File: config.mk
export PLATFORM = sky130hd
export DESIGN_NAME = booth_r4_multiplier
export DESIGN_NICKNAME = d
export VERILOG_FILES = /design/src/rtl/booth_r4_multiplier.sv
export SDC_FILE = /design/constraint.sdc
export NUM_CORES = 1
export LEC_CHECK = 0
export ABC_AREA = 1
export CORE_ASPECT_RATIO = 1.1
export CORE_MARGIN = 5
export CORE_UTILIZATION = 45
export CTS_BUF_LIST = sky130_fd_sc_hd__clkbuf_4 sky130_fd_sc_hd__clkbuf_8
export CTS_CLUSTER_SIZE = 28
export DETAILED_ROUTE_END_ITERATION = 10
export PLACE_DENSITY = 0.76
export SLEW_MARGIN = 5
export SYNTH_ARGS = -nofsm -noshare
export SYNTH_HDL_FRONTEND = slang
export SYNTH_SLANG_ARGS = --single-unit
File: constraint.sdc
create_clock -name clk -period 6.7 [get_ports clk]
set_input_delay 1.005 -clock clk [delete_from_list [all_inputs] [get_ports clk]]
set_output_delay 1.005 -clock clk [all_outputs]
set_load 0.02 [all_outputs]
File: src/rtl/booth_r4_multiplier.sv
// Radix-4 (modified Booth) sequential multiplier: two multiplier bits retired per cycle,
// signed or unsigned operands selected per operation, start/busy/done handshake.

// One Booth radix-4 iteration: recode {mq[1:0], q_m1}, add the selected
// multiple of mcand to acc, then arithmetic-shift {acc, mq, q_m1} right by two.
module booth_r4_step #(
    parameter int E = 34
) (
    input  logic [E+1:0] acc,
    input  logic [E-1:0] mq,
    input  logic         q_m1,
    input  logic [E+1:0] mcand,
    output logic [E+1:0] acc_next,
    output logic [E-1:0] mq_next,
    output logic         q_m1_next
);
    logic [E+1:0] mcand_x2;
    logic [E+1:0] addend;
    logic [E+1:0] sum;

    assign mcand_x2 = {mcand[E:0], 1'b0};

    always_comb begin
        addend = '0;
        unique case ({mq[1:0], q_m1})
            3'b001, 3'b010: addend = mcand;
            3'b011:         addend = mcand_x2;
            3'b100:         addend = -mcand_x2;
            3'b101, 3'b110: addend = -mcand;
            default:        addend = '0;
        endcase
    end

    assign sum       = acc + addend;
    assign acc_next  = {{2{sum[E+1]}}, sum[E+1:2]};
    assign mq_next   = {sum[1:0], mq[E-1:2]};
    assign q_m1_next = mq[1];
endmodule

module booth_r4_multiplier #(
    parameter int WIDTH = 32
) (
    input  logic                 clk,
    input  logic                 rst,
    input  logic                 start,
    input  logic                 signed_mode,
    input  logic [WIDTH-1:0]     multiplicand,
    input  logic [WIDTH-1:0]     multiplier,
    output logic                 busy,
    output logic                 done,
    output logic [2*WIDTH-1:0]   product
);
    // Two guard bits on the operands let the unsigned case reuse signed Booth
    // recoding; two more on acc/mcand absorb the +/-2M partial sums.
    localparam int E  = WIDTH + 2;
    localparam int N  = E / 2;
    localparam int CW = $clog2(N + 1);

    typedef enum logic [1:0] {
        IDLE = 2'd0,
        RUN  = 2'd1,
        DONE = 2'd2
    } state_t;

    state_t              state, state_next;
    logic signed [E+1:0] acc;
    logic [E-1:0]        mq;
    logic                q_m1;
    logic [E+1:0]        mcand;
    logic [CW-1:0]       cnt;

    logic [E+1:0]        acc_next;
    logic [E-1:0]        mq_next;
    logic                q_m1_next;
    logic                last_iter;

    booth_r4_step #(.E(E)) u_step (
        .acc       (acc),
        .mq        (mq),
        .q_m1      (q_m1),
        .mcand     (mcand),
        .acc_next  (acc_next),
        .mq_next   (mq_next),
        .q_m1_next (q_m1_next)
    );

    assign last_iter = (cnt == CW'(1));

    always_comb begin
        state_next = state;
        unique case (state)
            IDLE:    if (start) state_next = RUN;
            RUN:     if (last_iter) state_next = DONE;
            DONE:    state_next = IDLE;
            default: state_next = IDLE;
        endcase
    end

    always_ff @(posedge clk or posedge rst) begin
        if (rst) begin
            state   <= IDLE;
            acc     <= '0;
            mq      <= '0;
            q_m1    <= 1'b0;
            mcand   <= '0;
            cnt     <= '0;
            product <= '0;
        end else begin
            state <= state_next;
            unique case (state)
                IDLE: begin
                    if (start) begin
                        acc   <= '0;
                        mq    <= {{2{signed_mode & multiplier[WIDTH-1]}}, multiplier};
                        q_m1  <= 1'b0;
                        mcand <= {{4{signed_mode & multiplicand[WIDTH-1]}}, multiplicand};
                        cnt   <= CW'(N);
                    end
                end
                RUN: begin
                    acc  <= acc_next;
                    mq   <= mq_next;
                    q_m1 <= q_m1_next;
                    cnt  <= cnt - 1'b1;
                    // Low 2*WIDTH bits of the final {acc, mq}; the dropped top bits are pure extension.
                    if (last_iter) product <= {acc_next[WIDTH-3:0], mq_next};
                end
                default: ;
            endcase
        end
    end

    assign busy = (state == RUN);
    assign done = (state == DONE);
endmodule

# [Yosys cells after proc, flatten, opt, wreduce, memory -nomap -nowiden]
# Cells that the tools add are included.
[word_totals] reg_bits=175 out_inout_bits=66
[op_classes] n_addsub=4 eq_ne=11 mux=12 bitwise_logic=2 reduce_logical=8
[op_table] cell="$pmux 36 s4" n=1
[op_table] cell="$neg 36->36" n=2
[op_table] cell="$pmux 36 s2" n=1
[op_table] cell="$pmux 34 s2" n=1
[op_table] cell="$add 36x36->36" n=1
[op_table] cell="$mux 36" n=1
[op_table] cell="$mux 34" n=1
[op_table] cell="$pmux 5 s2" n=1
[op_table] cell="$eq 3x3->1 const B" n=3
[op_table] cell="$reduce_and 2->1" n=4
[op_table] cell="$eq 3x2->1 const B" n=2
[op_table] cell="$eq 5x1->1 const B" n=1
[op_table] cell="$mux 5" n=1
[op_table] cell="$sub 5x1->5 const B" n=1
[op_table] cell="$mux 2" n=2
[op_table] cell="$pmux 2 s2" n=1
[op_table] cell="$reduce_or 2->1" n=2
[op_table] cell="$eq 3x1->1 const B" n=1
[op_table] cell="$and 1x1->1" n=2
[op_table] cell="$eq 2x1->1 const B" n=1
[op_table] cell="$eq 2x2->1 const B" n=1
[op_table] cell="$logic_not 2->1" n=1
[op_table] cell="$ne 2x1->1 const B" n=1
[op_table] cell="$ne 2x2->1 const B" n=1
[op_table] cell="3 further kinds" n=3

# [Longest topological paths before layout]
# Gate-level depths: netlist (run 1).
[logic_depth] depth_word=5 ltp_mapped=25 mapped_depth_nobuf=25

# [By module]
# A second synthesis (run 1) with hierarchy kept.
[unflattened] cells_unflattened=1591 hier_area_um2=11314.6
[by_module_without_submodules] module="booth_r4_multiplier" instances=1 cells_per_inst=812 area_each_um2=7095.6 seq_area_each_um2=4379.2
[by_module_without_submodules] module="booth_r4_step" instances=1 cells_per_inst=779 area_each_um2=4219.0 seq_area_each_um2=0.0

# [Worst setup path after synthesis (run 1)]
# Ideal clock, no wire load.
[synth_timing] path_type="register -> register" from="register mcand[1]" to="register product[57]" setup_time_ns=0.119 t_arrival_ns=2.828 setup_slack_ns=3.753 path_stages_with_launch=22 path_cell_list="dfrtp_1 -> inv_1 -> ha_1 -> nand3_2 -> inv_2 -> nand2_2 -> nor3_1 -> nand2_1 -> xor2_1 -> nand2_1 -> o2111ai_1 -> ha_1 -> nand2_1 -> nor2_1 -> inv_1 -> nor2_1 -> nor2_1 -> or2_2 -> nand3_1 -> nand2_1 -> nand3_1 -> nand2_1"
[synth_between] elab_chain_cells=3 word_cells_on_any_way=4
[synth_rtl] item="start: declaration" line="69" text="logic [E+1:0] mcand;"
[synth_rtl] item="start signal: assignment" line="116" text="mcand <= {{4{signed_mode & multiplicand[WIDTH-1]}}, multiplicand};"
[synth_rtl] item="$neg 36->36, on equally long branches" line="29, 28"
[synth_rtl] item="$pmux 36 s4 *" line="25" text="unique case ({mq[1:0], q_m1})"
[synth_rtl] item="$add 36x36->36 *" line="34" text="assign sum = acc + addend;"
[synth_rtl] item="end signal: assignment" line="126" text="if (last_iter) product <= {acc_next[WIDTH-3:0], mq_next};"
[synth_rtl] item="end: declaration" line="51" text="output logic [2*WIDTH-1:0] product"
# Mark *: on every way between the ends. The rest lies on a longest branch, timed or not.
# A chain may end at the register's enable or synchronous reset.

# [Final worst setup path (run 1)]
[layout_timing] from="register mq[0]" to="register product[57]"
[layout_between] elab_chain_cells=4 word_cells_on_any_way=10
[layout_rtl] item="start: declaration" line="67" text="logic [E-1:0] mq;"
[layout_rtl] item="start signal: assignment" line="114" text="mq <= {{2{signed_mode & multiplier[WIDTH-1]}}, multiplier};"
[layout_rtl] item="start signal: assignment" line="122" text="mq <= mq_next;"
[layout_rtl] item="$eq 3x3->1 (tied with other cells)" line="25"
[layout_rtl] item="$reduce_or 2->1" line="25"
[layout_rtl] item="$pmux 36 s4 *" line="25"
[layout_rtl] item="$add 36x36->36 *" line="34"
# Marked as above.

==> impl_metrics.yaml, run 1 <==
run_status:
  run_status: "complete, no violations"
yosys:
  synth_nets: 1563
  synth.avg_cell_area_um2: 7.31
  synthFlopType: "dfrtp_1"
  yosysWarnings: 0
  syn_area_mm2: 0.0107
  synth_cell_type_count: 50
  synthArstFlopShare: 1.00
  syn_inst: 1456
  synth-seq-area-share: 0.406
  ys_ff_latch: 173
  synth_edf_count: 0
global_routing:
  track_usage: 0.256
  grt_pass1_vias: 10281
  grt_max_degree: 101
  grt_pass1_wl_um: 54800
  overflow: 0
  antenna_found_initial: 0
clock_network:
  numCtsBuffers: 17
  hold_buffers: 0
  htree_levels: 4
  clk_latency_ps: 480
  clk_pin_slew_ps: 110
  cts_sinks: 173
  cts_resized: 0
  cts-root-buf: "clkbuf_8"
  post_cts_buffers: 0
  clock_path_buffers: 2
  cts_tree: "built"
floorplanning:
  die_h_um: 171
  dieArea_mm2: 0.0268
  ioPinCount: 134
  initial_utilization: 0.454
  placementRows: 59
  core_area_mm2: 0.0235
  die_x_um: 157
placement:
  portBuffers: 133
  routabilityCongestion: 0.957
  dpl.hpwl_um: 25100
setup_path:
  crit_path_max_fanout: 27
  worstPathCellList: "nor2_1 > nor2_1 > nand2_1 > clkinv_1 > a221oi_1 > o21ai_0 > ha_1 > nand2_1 > nor2_1 > nand4_1 > o211ai_1 > nand2_1 > nand3_1 > nand2_1 > nand3_1 > nand2_1"
  path_buf_inv: 1
  end_kind: "flip-flop"
  critical_path_class: "flip-flop to flip-flop"
  critical_path.top_delay_family: "simple AND/OR/NAND/NOR gates"
  cp-start-kind: "flip-flop"
  crit_arrival_ps: 4530
  crit_required_ps: 7060
  slowest_stage: "clkinv_1"
  crit_top_cell: "nand2_1"
  critPathMaxStageDelay_ps: 750
drt:
  drcViolationCount: 0
  viasPerCell: 5.40
  wl_um: 33300
  drt_iter0_drc: 712
  ant_nets: 0
  wire_per_inst_um: 17.6
  drt-pass1-iter-count: 5
  via_count: 10179
timing:
  hold_violations: 0
  setup_tns_ps: 0
  min_period_over_period: 0.623
  setup_viol: 0
  slew_viol_final: 0
  skew_ps: 19.1
  slew-limit-headroom: 0.335
  period_needed_ps: 4170
  rsz0062_at_grt: "no"
  fmax_mhz: 240
  worst_pin_slew_ps: 997
finish:
  nets: 1675
  n_antenna_cell: 0
  drive_gt1_frac: 0.0626
  syn_to_final_growth_pct: 18.7
flow_run:
  cap_viol_max_count: 0
hold_path:
  hold_path_class: "flip-flop to flip-flop"
==> layout by cell type (no fill, tap or decap), types with 2 or more instances in the layout <==
cell type,count
inv_2,16
xor2_1,25
a21o_1,2
or2_2,3
o2111ai_1,10
inv_1,141
o221ai_1,3
inv_8,6
nand3_2,3
nor2_1,105
o21ai_0,151
a21oi_1,46
o21ai_1,4
inv_6,5
buf_4,9
nor2_4,3
nand3b_1,16
dfrtp_1,173
nand2_1,435
o21bai_1,7
o22ai_1,12
clkbuf_8,17
clkdlybuf4s50_1,133
nand2_4,2
nor2_2,12
nand4_1,22
xnor2_1,8
clkinv_1,2
nand2_2,10
a22oi_1,32
nor3_1,15
clkinv_8,3
nand3_1,90
ha_1,38
or2_1,3
==> metrics by stage <==
| stage | worst slack, ps | area, um^2 | instances | hold slack, ps | util |
|---|---|---|---|---|---|
| 6_report | 2530 | 12600 | 1886 | 480 | 0.539 |
| 5_1_grt | 2160 | 12600 | 1886 | 502 | 0.539 |
| 4_1_cts | 2570 | 12600 | 1886 | 486 | 0.539 |
| 3_5_place_dp | 2590 | 12200 | 1854 | 465 | 0.522 |
| 3_3_place_gp | 2750 | 12200 | 1854 | 463 | 0.522 |
| 2_1_floorplan | 1010 | 10700 | 1456 | 450 | - |
==> cell usage after synthesis, types with 2 or more instances <==
master | instances | area (um^2)
o221ai_1 | 3 | 26.3
o22ai_1 | 12 | 75.1
o21ai_1 | 4 | 20.0
or2_1 | 3 | 18.8
o21ai_0 | 151 | 756
dfrtp_1 | 173 | 4330
or2_2 | 3 | 18.8
nor3_1 | 15 | 75.1
a21o_1 | 2 | 15.0
clkinv_1 | 2 | 7.51
ha_1 | 38 | 475
nand3b_1 | 16 | 120
inv_2 | 15 | 56.3
nand3_1 | 90 | 450
xnor2_1 | 8 | 70.1
nand2_1 | 436 | 1640
o21bai_1 | 7 | 52.6
o2111ai_1 | 10 | 87.6
nand3_2 | 3 | 30.0
nor2_1 | 106 | 398
inv_1 | 143 | 537
nor2_4 | 2 | 22.5
a21oi_1 | 46 | 230
buf_2 | 16 | 80.1
nor2_2 | 12 | 75.1
a22oi_1 | 32 | 240
nand2_2 | 10 | 62.6
clkbuf_1 | 29 | 109
nand4_1 | 22 | 138
buf_1 | 3 | 11.3
xor2_1 | 25 | 219
==> final timing paths <==
kind	cells after the start	slack [ps]	from	end
worst max-delay path	16	2530	mq[0]	product[57]
worst min-delay path	1	480	cnt[3]	cnt[3]
worst max register to register	16	2530	mq[0]	product[57]
worst min register to register	1	480	cnt[3]	cnt[3]
max in group asynchronous	3	4530	rst	acc[29]
min in group asynchronous	2	950	rst	cnt[2]
==> area by class of cell <==
type	instances	area (um^2)
Clock buffer	18	241
Clock inverter	14	160
Fill cell	2319	10800
Inverter	160	606
Multi-Input combinational cell	1074	5530
Sequential cell	173	4330
Tap cell	305	382
Timing Repair Buffer	142	1400
==> kinds of logic (layout without fill, tap and decap cells) <==
kind of cell,count (synthesis),count (layout),synth area share
XOR/XNOR,33,33,0.0271
adder cells (fa/ha/maj),39,39,0.0465
AO/OA/AOI/OAI,275,275,0.149
AND/OR/NAND/NOR,726,726,0.294
buffers and inverters,209,334,0.0759
multiplexers,1,1,0.000940
flip-flops,173,173,0.406
==> flip-flops by register name, indices dropped and copies added, names as in the netlist <==
| signal | cells |
|---|---|
| q_m1 | 1 |
| state | 2 |
| cnt | 5 |
| mq | 34 |
| mcand | 33 |
| acc | 34 |
| product | 64 |
==> worst register-to-register path, delay by kind of cell (launching register included) <==
family                     cells  cell delay [ps]
buffers and inverters          1              750
adders and majority gates      1              400
DFF                            1              400
AOI/OAI and AO/OA              3             1070
and+or+nand+nor               11             1450
==> routing by layer <==
| layer | up-vias | routed length, um | part of all wire | track usage |
|---|---|---|---|---|
| met1 | 4775 | 14300 | 0.43 | 0.333 |
| met3 | 66 | 2090 | 0.063 | 0.0569 |
| met4 | 0 | 1300 | 0.039 | 0.101 |
| met2 | 335 | 15500 | 0.47 | 0.418 |
| li1 | 5003 | - | - | - |
| met5 | - | 0 | 0 | 0 |
Power of run 1 is not shown: default switching activity piles up to over one toggle a cycle in this logic, so the estimate is an artifact.
==> run 2, diff against run 1 <==
Clock period 6.7 ns to 4.15 ns, I/O delays scaled along.
==> run 2 against run 1 <==
Against the previous run:
- utilization is 0.43 points higher
- fmax increased by 12%
- critical path depth up 3
- non-clock buffer count increased by 9
- clock skew decreased by 3.0 ps
==> impl_metrics.yaml, run 2 (same netlist as run 1, synthesis figures left out) <==
drt:
  ant_nets: 0
  via_count: 10250
  wl_um: 32700
  wire_per_inst_um: 17.3
  drcViolationCount: 0
  drt_iter0_drc: 838
  drt-pass1-iter-count: 8
  viasPerCell: 5.41
clock_network:
  numCtsBuffers: 17
  hold_buffers: 0
  clock_path_buffers: 2
  cts_tree: "built"
  cts-root-buf: "clkbuf_8"
  cts_sinks: 173
  clk_pin_slew_ps: 120
  clk_latency_ps: 480
  htree_levels: 4
  post_cts_buffers: 0
  cts_resized: 0
timing:
  setup_tns_ps: 0
  setup_viol: 0
  whs_ps: 489
  worst_pin_slew_ps: 1000
  slew-limit-headroom: 0.332
  hold_violations: 0
  period_needed_ps: 3720
  slew_viol_final: 0
  rsz0062_at_grt: "no"
  fmax_mhz: 269
  min_period_over_period: 0.896
  skew_ps: 16.1
finish:
  syn_to_final_growth_pct: 19.7
  n_antenna_cell: 0
  final_common_cell: "nand2_1"
  mostFrequentLayoutCells: "nand2_1 (435), dfrtp_1 (173), o21ai_0 (151)"
  largest_register: "product"
  reg.largest.list: "product: 64 flops, acc: 34 flops, mq: 34 flops"
  instances_no_fill: 1895
  largest_reg_flops: 64
  drive_gt1_frac: 0.0692
  nets: 1684
  fillerInstances: 2285
setup_path:
  crit_path_max_fanout: 5
  r2r_slack_ps: 430
  crit_required_ps: 4520
  crit_arrival_ps: 4080
  end_kind: "flip-flop"
  cp-start-kind: "flip-flop"
  critical_path_class: "flip-flop to flip-flop"
placement:
  dpl.hpwl_um: 24800
  portBuffers: 133
  routabilityCongestion: 0.964
  place_inst: 1863
floorplanning:
  core_area_mm2: 0.0235
  initial_utilization: 0.454
  dieArea_mm2: 0.0268
  die_h_um: 171
  die_x_um: 157
  ioPinCount: 134
  placementRows: 59
global_routing:
  grt_max_degree: 112
  grt_pass1_wl_um: 53900
  antenna_found_initial: 0
  grt_pass1_vias: 10232
  overflow: 0
  track_usage: 0.252
hold_path:
  hold_path_class: "flip-flop to flip-flop"
flow_run:
  cap_viol_max_count: 0
run_status:
  run_status: "complete, no violations"
run 2: critical path: stages, from the launching register on:
cell	delay (ps)
dfrtp_1	400
inv_1	110
ha_1	200
nand3_2	120
inv_2	80
nand2_2	80
nor3_1	310
nand2_1	140
xor2_1	180
nand2_1	70
o2111ai_1	130
ha_1	370
a21oi_1	220
inv_1	60
nor2_1	220
nor2_1	80
o21ai_0	450
nand4_1	200
nand3_1	130
nand2_1	60
run 2: layout make-up:
class,instances,area [um^2],share of cell area
multi-input combinational,1074,5540,0.435
sequential,173,4330,0.340
timing repair buffer,151,1490,0.117
inverter,160,604,0.0474
tap,305,382,0.0299
clock buffer,17,234,0.0184
clock inverter,15,166,0.0131
run 2: layer usage:
layer / global-route usage / vias to the layer above / routed length, um
met1: 0.333 / 4847 / 14100
met4: 0.0800 / 0 / 800
met5: 0 / - / 0
met3: 0.0508 / 45 / 2140
met2: 0.418 / 341 / 15700
li1: - / 5017 / -
run 2: path summary, 6_finish.rpt:
check | to | cells after the start | from
worst max-delay path | product[58] | 19 | mcand[1]
worst min-delay path | product[55] | 2 | product[55]
worst max register to register | product[58] | 19 | mcand[1]
worst min register to register | product[55] | 2 | product[55]
max in group asynchronous | product[61] | 3 | rst
min in group asynchronous | mcand[0] | 2 | rst
run 2: through the flow:
step | cell area [um^2] | setup slack (ps) | util
after detailed placement | 12300 | 334 | 0.525
after floorplan | 10700 | 1200 | -
after global placement | 12300 | 271 | 0.525
final | 12700 | 433 | 0.543
after global routing | 12700 | 90.1 | 0.543
after CTS | 12700 | 288 | 0.542
Power of run 2 is left out for the same reason.
